<file path="config.mk">
export PLATFORM = sky130hd
export DESIGN_NAME = gfx_bus_responder
export DESIGN_NICKNAME = d
export VERILOG_FILES = /design/src/rtl/gfx_bus_responder.sv
export SDC_FILE = /design/constraint.sdc
export NUM_CORES = 1
export LEC_CHECK = 0
export BUFFER_PORTS_ARGS = -buffer_cell sky130_fd_sc_hd__buf_2
export CAP_MARGIN = 10
export CORE_MARGIN = 10
export CORE_UTILIZATION = 50
export CTS_BUF_LIST = sky130_fd_sc_hd__clkbuf_2 sky130_fd_sc_hd__clkbuf_4 sky130_fd_sc_hd__clkbuf_8
export DETAILED_ROUTE_END_ITERATION = 12
export PLACE_DENSITY_LB_ADDON = 0.15
export SYNTH_ARGS = -nofsm -noshare
export SYNTH_HDL_FRONTEND = slang
export SYNTH_SLANG_ARGS = --single-unit
</file>
<file path="constraint.sdc">
create_clock -name clk -period 3.4 [get_ports clk]
set_input_delay 0.68 -clock clk [delete_from_list [all_inputs] [get_ports clk]]
set_output_delay 0.68 -clock clk [all_outputs]
set_load 0.05 [all_outputs]
</file>
<file path="src/rtl/gfx_bus_responder.sv">
// Responder side of the graphics-unit bus: grants one master at a time and runs its
// memory cycles against a fixed-latency memory port, returning a one-cycle ack.
module gfx_bus_responder #(
    parameter int unsigned WAIT_STATES = 2
) (
    input  logic        clk,
    input  logic        reset_n,
    input  logic [1:0]  blit_breq,
    input  logic        gpu_breq,
    input  logic        dma_breq,
    input  logic        lock,
    input  logic        mreq,
    input  logic        read,
    input  logic [23:0] a,
    input  logic [3:0]  width,
    input  logic [63:0] wdata,
    output logic        blit_back,
    output logic        gpu_back,
    output logic        dma_back,
    output logic        ack,
    output logic [63:0] data,
    output logic        mem_sel,
    output logic        mem_we,
    output logic [20:0] mem_addr,
    output logic [7:0]  mem_be,
    output logic [63:0] mem_wdata,
    input  logic [63:0] mem_rdata
);

    localparam int unsigned CW = 4;
    localparam int unsigned BW = 8;

    typedef enum logic [2:0] {
        S_IDLE,
        S_GRANT,
        S_ACCESS,
        S_ACK,
        S_TURN
    } state_t;

    state_t          state;
    logic [CW-1:0]   cnt;
    logic            rd_q;
    logic            legal_q;

    logic            owner_breq_c;
    logic            legal_c;
    logic [BW-1:0]   be_c;

    // Current owner still asking for the bus; both blit request bits count for the blitter.
    assign owner_breq_c = (blit_back & (|blit_breq)) | (gpu_back & gpu_breq) | (dma_back & dma_breq);
    assign legal_c      = (width != 4'b0000) && ((width & (width - 4'b0001)) == 4'b0000);

    // Lane mask for the access, address aligned down to the access size.
    always_comb begin
        be_c = '0;
        case (width)
            4'b0001: be_c = 8'h01 << a[2:0];
            4'b0010: be_c = 8'h03 << {a[2:1], 1'b0};
            4'b0100: be_c = 8'h0F << {a[2], 2'b00};
            4'b1000: be_c = 8'hFF;
            default: be_c = '0;
        endcase
    end

    always_ff @(posedge clk or negedge reset_n) begin
        if (!reset_n) begin
            state     <= S_IDLE;
            cnt       <= '0;
            rd_q      <= 1'b0;
            legal_q   <= 1'b0;
            blit_back <= 1'b0;
            gpu_back  <= 1'b0;
            dma_back  <= 1'b0;
            ack       <= 1'b0;
            data      <= '0;
            mem_sel   <= 1'b0;
            mem_we    <= 1'b0;
            mem_addr  <= '0;
            mem_be    <= '0;
            mem_wdata <= '0;
        end else begin
            ack <= 1'b0;
            case (state)
                S_IDLE: begin
                    if (dma_breq) begin
                        dma_back <= 1'b1;
                        state    <= S_GRANT;
                    end else if (blit_breq[1]) begin
                        blit_back <= 1'b1;
                        state     <= S_GRANT;
                    end else if (gpu_breq) begin
                        gpu_back <= 1'b1;
                        state    <= S_GRANT;
                    end else if (blit_breq[0]) begin
                        blit_back <= 1'b1;
                        state     <= S_GRANT;
                    end
                end
                S_GRANT: begin
                    // A pending mreq takes precedence over releasing the grant.
                    if (mreq) begin
                        rd_q      <= read;
                        legal_q   <= legal_c;
                        mem_sel   <= 1'b1;
                        mem_we    <= ~read & legal_c;
                        mem_addr  <= a[23:3];
                        mem_be    <= be_c;
                        mem_wdata <= wdata;
                        cnt       <= CW'(WAIT_STATES);
                        state     <= S_ACCESS;
                    end else if (!owner_breq_c && !lock) begin
                        blit_back <= 1'b0;
                        gpu_back  <= 1'b0;
                        dma_back  <= 1'b0;
                        state     <= S_TURN;
                    end
                end
                S_ACCESS: begin
                    if (cnt != '0) begin
                        cnt <= cnt - CW'(1);
                    end else begin
                        mem_sel <= 1'b0;
                        mem_we  <= 1'b0;
                        ack     <= 1'b1;
                        if (rd_q) begin
                            data <= legal_q ? mem_rdata : '0;
                        end
                        state <= S_ACK;
                    end
                end
                S_ACK: begin
                    state <= S_GRANT;
                end
                S_TURN: begin
                    state <= S_IDLE;
                end
                default: begin
                    state <= S_IDLE;
                end
            endcase
        end
    end

endmodule

</file>
# [Yosys cells after proc, flatten, opt, wreduce, memory -nomap -nowiden]
# Cells that the tools add are included.
[totals] register_bits=172 output_inout_bits=163 elab_cells=100
[classes] add_sub_neg=2 n_eq_ne=20 n_shift=3 mux=33 bitwise_logic=9 reduce_logical=19
[op_table] op="$mux 64" n=1
[op_table] op="$pmux 8 s4" n=1
[op_table] op="$mux 3" n=7
[op_table] op="$ne 2x2->1 const B" n=9
[op_table] op="$mux 1" n=15
[op_table] op="$pmux 3 s4" n=1
[op_table] op="$reduce_and 3->1" n=4
[op_table] op="$reduce_and 6->1" n=2
[op_table] op="$pmux 1 s2" n=5
[op_table] op="$ne 3x3->1 const B" n=3
[op_table] op="$mux 4" n=2
[op_table] op="$pmux 4 s2" n=1
[op_table] op="$reduce_bool 4->1" n=2
[op_table] op="$shl 1x3->8 const A" n=1
[op_table] op="$shl 2x3->8 const A" n=1
[op_table] op="$shl 4x3->8 const A" n=1
[op_table] op="$sub 4x1->4 const B" n=2
[op_table] op="$eq 3x2->1 const B" n=2
[op_table] op="$ne 5x5->1 const B" n=1
[op_table] op="$and 1x1->1" n=4
[op_table] op="$and 4x4->4" n=1
[op_table] op="$eq 4x1->1 const B" n=1
[op_table] op="$eq 4x2->1 const B" n=1
[op_table] op="$eq 4x3->1 const B" n=1
[op_table] op="12 further kinds" n=17

# [Logic depth before layout (Yosys ltp)]
# Gate-level depths: netlist (run 1).
[logic_depth] word_depth=9 ltp_mapped=8 ltp_nobuf=6

# [Least setup slack after synthesis (run 1)]
# Ideal clock, no wire load.
[synth_path] path_kind="input to register" startpoint="in width[3]" endpoint="reg mem_be[2]" setup_time_ps=83 t_arrival_ps=1665 required_ps=3317 slack_ps=1652 stages=5 path_cell_list="buf_2 or3b_2 a21boi_2 a31oi_1 o21ai_0"
[synth_between] elab_chain_cells=2 elab_cells_between_ends=5
[synth_lines] item="start: declaration" line_no="15" rtl="input logic [3:0] width,"
[synth_lines] item="$eq 4x4->1, or another cell as far along" line_no="57" rtl="case (width)"
[synth_lines] item="$pmux 8 s4 (*)" line_no="57"
[synth_lines] item="end signal: assignment" line_no="80" rtl="mem_be <= '0;"
[synth_lines] item="end signal: assignment" line_no="108" rtl="mem_be <= be_c;"
[synth_lines] item="end: declaration" line_no="25" rtl="output logic [7:0] mem_be,"
# Every way passes the cells marked *; elsewhere a longest branch is shown, timed or not.
# A chain may end at the register's enable or synchronous reset.

# [Worst setup path after layout (run 1)]
[layout_path] startpoint="reg state[0]" endpoint="reg data[3]"
[layout_between] elab_chain_cells=2
[layout_lines] item="start: declaration" line_no="41" rtl="state_t state;"
[layout_lines] item="start signal: assignment" line_no="68" rtl="state <= S_IDLE;"
[layout_lines] item="start signal: assignment" line_no="88" rtl="state <= S_GRANT;"
[layout_lines] item="start signal: assignment" line_no="91" rtl="state <= S_GRANT;"
[layout_lines] item="$eq 3x2->1" line_no="84" rtl="case (state)"
[layout_lines] item="$reduce_and 3->1 (no source line)"
[layout_lines] item="end signal: assignment" line_no="127" rtl="data <= legal_q ? mem_rdata : '0;"
[layout_lines] item="end: declaration" line_no="21" rtl="output logic [63:0] data,"
# No other way between the ends.

==> out/results.txt, run 1 <==
Worst endpoint required time -> 3.73 ns
Vias in the first global route -> 5957
Share of the synthesized area in the top cell type -> 62.6%
Ys Warns -> 0
Worst VDD drop -> 0.000719 V
Ranking of synthesized cells by area -> dfrtp_1 63%, nand2_1 22%, o21ai_0 4.6%
Storage cell area -> 4310 µm²
Slew @ Worst Pin -> 1.12 ns
Syn_nets -> 934
Initial antenna violation count -> 2
CTS H-Tree Depth -> 4
DIE HEIGHT -> 137 µm
Via density -> 4.85
Status -> finished clean
Post-layout nets -> 1242
Clock skew -> 0.00845 ns
Post-CTS Setup Repair Bufs -> 0
Max Slew Vio Count -> 0
Place WS -> 1.16 ns
Fillers -> 1175
# IOs -> 328
Utilization after layout -> 67.6%
Routed len/inst -> 16.7 µm
Max-Cap Viols -> 0
Max-slew headroom -> 25.1%
CP Launch Type -> flip-flop
Unrepaired setup endpoints after global routing -> no
Flops & latches, synth -> 172
DP Area -> 8630 µm²
Pleak -> 4.98 nW
Setup violators final -> 0
Starting Density -> 51.5%
Die X -> 137 µm
CORE AREA -> 13300 µm²
Total wire length -> 21.2 mm
Post-route ant nets -> 0
Worst Path Arrival -> 2.55 ns
Root buffer cell -> clkbuf_8
Layout cells sized above 1 -> 34.5%
Worst hold path type -> in2async
Row count -> 42
Clk_lat worst skew -> 0.45 ns
Sink Count -> 172
Crit Path Class -> reg2reg
Post_cts resized -> 0
Global route overflow -> 0
Most frequent cells in the layout -> 402 x nand2_1, 326 x buf_2, 171 x dfrtp_1
Register area share after synthesis -> 62.6%
Die Area -> 18800 µm²
CTS max path bufs -> 2
Post-synth top area cell -> dfrtp_1
Num CTS Buffers -> 17
Placer Congestion -> 0.877
Setup TNS -> 0 ns
Drt pass-1 iters -> 5
Hold WS -> 0.248 ns
Final HPWL DP -> 16.2 mm
Hold Vio Cnt, Final -> 0
Routed via count -> 6132
Critical path fanouts, max -> 57
Largest net degree at the start of global routing -> 93
Gate Count Post-Synth -> 767
Post-route design area -> 9020 µm²
Total GRT Usage -> 21.8%
CTS tree -> yes
Post-Syn Area -> 6880 µm²
P&R area growth vs syn -> 31.2%
Power per cell area -> 1190 nW/µm²
Hold-fix buffers, CTS -> 0
CP endpoint kind -> flip-flop
First-pass GRT wire length -> 31.9 mm
Worst setup margin -> 1.18 ns
Avg Cell Area, Syn -> 8.97 µm²
Min cycle time layout -> 2.22 ns
Number of DRC markers in iteration 0 -> 330
Commonest non-fill, non-tap cell in the layout -> nand2_1
Final worst path period share -> 65.2%
Synth unique cells -> 34
Highest Clock Rate -> 451 MHz
CTS clock-pin slew for the worst setup and hold paths -> 0.08 ns
DRC errors left -> 0
IO Port Bufs -> 327
Area of the multi-input gates -> 2340 µm²
==> final cells by class <==
class	instances	share of cell area [%]
Clock buffer	26	3.62
Sequential cell	172	47.7
Tap cell	176	2.44
Clock inverter	5	0.652
Antenna cell	2	0.0555
Timing Repair Buffer	335	19.3
Multi-Input combinational cell	541	25.9
Inverter	8	0.333
==> final timing paths <==
path                                    from  depth (start not counted)             to  slack (ns)
worst max register to register      state[0]                          5        data[3]        1.18
max in group asynchronous            reset_n                          2  mem_wdata[40]        2.31
min in group clk                       a[10]                          3    mem_addr[7]        0.41
worst min register to register  mem_addr[13]                          2   mem_addr[13]        0.47
worst max-delay path                state[0]                          5        data[3]        1.18
worst min-delay path                 reset_n                          1       data[38]        0.25
==> cells by family (layout without fill, tap and decap cells) <==
logic type	count (synthesis)	after routing	synth area share (%)
other	0	2	0
XOR/XNOR	3	3	0.382
flip-flops	172	172	62.6
adder cells (fa/ha/maj)	2	2	0.364
AO/OA/AOI/OAI	101	101	7.91
buffers and inverters	54	374	3.75
AND/OR/NAND/NOR	435	435	25.0
==> registers in the layout, indices dropped and copies added (netlist names) <==
register	count
state	3
legal_q	1
rd_q	1
blit_back	1
mem_addr	21
mem_wdata	64
data	64
gpu_back	1
mem_be	8
mem_sel	1
dma_back	1
mem_we	1
cnt	4
ack	1
==> metal layers <==
layer	up-vias	GRT usage [%]	share of wire, %
met3	48	8.56	10
met5	-	0	0
li1	3039	-	-
met4	0	9.54	3.2
met1	2784	26.2	39
met2	261	34.1	47
==> metrics by stage <==
step | cells | total power [mW]
floorplan | 767 | 7.80
global placement | 1232 | 9.32
detailed placement | 1232 | 9.43
CTS | 1263 | 10.8
global route | 1264 | 11.3
finish | 1265 | 10.7
==> synthesized netlist by cell type, drive strengths merged <==
cell type / count
nor2: 7
a21oi: 5
nor4b: 1
a32o: 1
nand2b: 1
a221oi: 1
nand3b: 3
xor2: 3
a21boi: 2
a31oi: 5
nand2: 402
nor2b: 1
o32ai: 1
a41oi: 2
nor4: 4
nor3b: 1
nand3: 5
or3b: 3
buf: 19
a22o: 1
nor3: 4
clkbuf: 27
and3: 1
dfrtp: 172
ha: 2
nand4: 2
inv: 8
o21ai: 83
==> where the power goes <==
group / internal, mW / total, mW / switching, mW
clock: 0.694 / 1.38 / 0.685
combinational: 1.19 / 5.79 / 4.60
sequential: 2.97 / 3.52 / 0.557
==> worst max-delay path: stages (launching register included) <==
cell,delay (ns)
dfrtp_1,0.52
nor3b_4,0.35
nand4_4,0.56
buf_4,0.46
nand2_1,0.10
o21ai_0,0.08
No activity file was read; power rests on OpenSTA's default activity.
==> run 2: changes to the inputs <==
Settings changed: CORE_UTILIZATION 50 to 43.
Clock period 3.4 ns to 1.9 ns, I/O delays scaled along.
==> out/results.txt, run 2 (synthesis gave the netlist of run 1 again) <==
Met2 Track Usage GR -> 32.5%
Routed via count -> 6134
CORE AREA -> 15800 µm²
Root buffer cell -> clkbuf_8
Worst hold path type -> in2reg
Min-delay src -> a[22]
Number of DRC markers in iteration 0 -> 266
Post-layout nets -> 1253
Total wire length -> 21.7 mm
Setup violators final -> 0
Commonest non-fill, non-tap cell in the layout -> nand2_1
Routed len/inst -> 16.5 µm
GR Util met1 -> 23.3%
Highest Clock Rate -> 592 MHz
# IOs -> 328
Max Slew Vio Count -> 0
Worst VDD drop -> 0.00119 V
Crit-path cells -> inv_1 -> ha_1 -> or3b_2 -> nand3_1 -> xor2_1 -> nor2_1
Placer Congestion -> 0.839
Gr busiest metal -> met2
IO Port Bufs -> 327
Num CTS Buffers -> 17
Row count -> 46
Die Area -> 21500 µm²
Final worst path period share -> 88.8%
Sink Count -> 172
Drt pass-1 iters -> 4
Utilization after layout -> 58.7%
CP endpoint kind -> flip-flop
Max-slew headroom -> 66.1%
DIE HEIGHT -> 146 µm
CTS max path bufs -> 2
Final HPWL DP -> 16.7 mm
Crit-path slowest cell -> or3b_2
Pleak -> 5.08 nW
Min cycle time layout -> 1.69 ns
Power Total -> 19.7 mW
R2R Path Start -> cnt[0]
Vias in the first global route -> 6273
Hold Vio Cnt, Final -> 0
Unrepaired setup endpoints after global routing -> no
Max incr delay on CP -> 0.52 ns
Clk_lat worst skew -> 0.44 ns
Worst Setup SP -> cnt[0]
Max-Cap Viols -> 0
Most frequent cells in the layout -> 402 x nand2_1, 326 x buf_2, 171 x dfrtp_1
Critical path fanouts, max -> 5
Post-route design area -> 9260 µm²
Post-route ant nets -> 0
DRC errors left -> 0
GR met3 Demand/Resource -> 8.84%
Total GRT Usage -> 19.9%
Slew @ Worst Pin -> 0.504 ns
CP Launch Type -> flip-flop
Crit Path Class -> reg2reg
Largest registers -> data (64), mem_wdata (64), mem_addr (21)
P&R area growth vs syn -> 34.7%
Worst Path Arrival -> 1.99 ns
Status -> finished clean
Worst endpoint required time -> 2.20 ns
CTS clock-pin slew for the worst setup and hold paths -> 0.09 ns
Initial antenna violation count -> 1
CTS H-Tree Depth -> 4
Global route overflow -> 0
Clock skew -> 0.0172 ns
First-pass GRT wire length -> 34.4 mm
Power per cell area -> 2130 nW/µm²
Via density -> 4.67
CTS tree -> yes
Setup TNS -> 0 ns
DP Area -> 8800 µm²
Layout cells sized above 1 -> 35.1%
Largest net degree at the start of global routing -> 129
Die X -> 146 µm
Starting Density -> 43.6%
run 2: cell types whose count changed in the layout (fill, tap and decap cells not counted), sizes merged:
cell,change
buf,+10
bufinv,+4
clkbuf,-7
clkinv,+3
clkinvlp,-2
diode,-1
dlygate4sd3,+1
inv,+1
run 2: worst paths after layout:
kind	slack (ns)	cells after the start	to
min in group asynchronous	0.42	2	data[63]
max in group asynchronous	0.90	3	mem_wdata[40]
hold reg to reg	0.47	2	mem_addr[1]
hold / removal	0.12	3	mem_addr[19]
setup reg to reg	0.21	6	cnt[3]
setup / recovery	0.21	6	cnt[3]
run 2: worst max-delay path: cells and delay by family, from the launching register on:
| family | cells | cell delay (ns) |
|---|---|---|
| adder cells (fa/ha/maj) | 1 | 0.21 |
| XOR/XNOR | 1 | 0.14 |
| buffers and inverters | 1 | 0.09 |
| AND/OR/NAND/NOR | 3 | 0.70 |
| flip-flops | 1 | 0.41 |
run 2: what timing repair did:
action                     CTS  global route
setup endpoints to repair    0             1
resized for setup            0             1
setup buffers                0             0
hold endpoints to repair    35             0
hold buffers                 1             0
run 2: final cells by class:
cell class	count	area (µm²)
multi-input cells	541	2340
clock buffers	19	255
well taps	216	270
fillers	1491	6510
inverters	8	30.0
diodes	1	2.50
clock inverters	11	191
repair buffers	346	1860
flip-flops and latches	172	4310
run 2: where the power goes:
part | switching (mW) | internal [mW]
combinational | 8.38 | 2.22
sequential | 0.887 | 5.31
clock | 1.28 | 1.60
run 2: stage by stage:
stage               worst slack (ns)  std cells  hold WS [ns]
finish                         0.212       1314         0.121
global placement               0.199       1282         0.334
detailed placement             0.131       1282         0.330
global route                  0.0788       1313        0.0897
floorplan                      0.345        767        0.0844
CTS                            0.123       1313        0.0799
run 2: per-layer routing:
layer	vias up	wire, µm	share of wire, %
li1	3064	-	-
met1	2792	8930	41
met2	255	10200	47
met3	23	2200	10
met4	0	284	1.3
met5	-	0	0
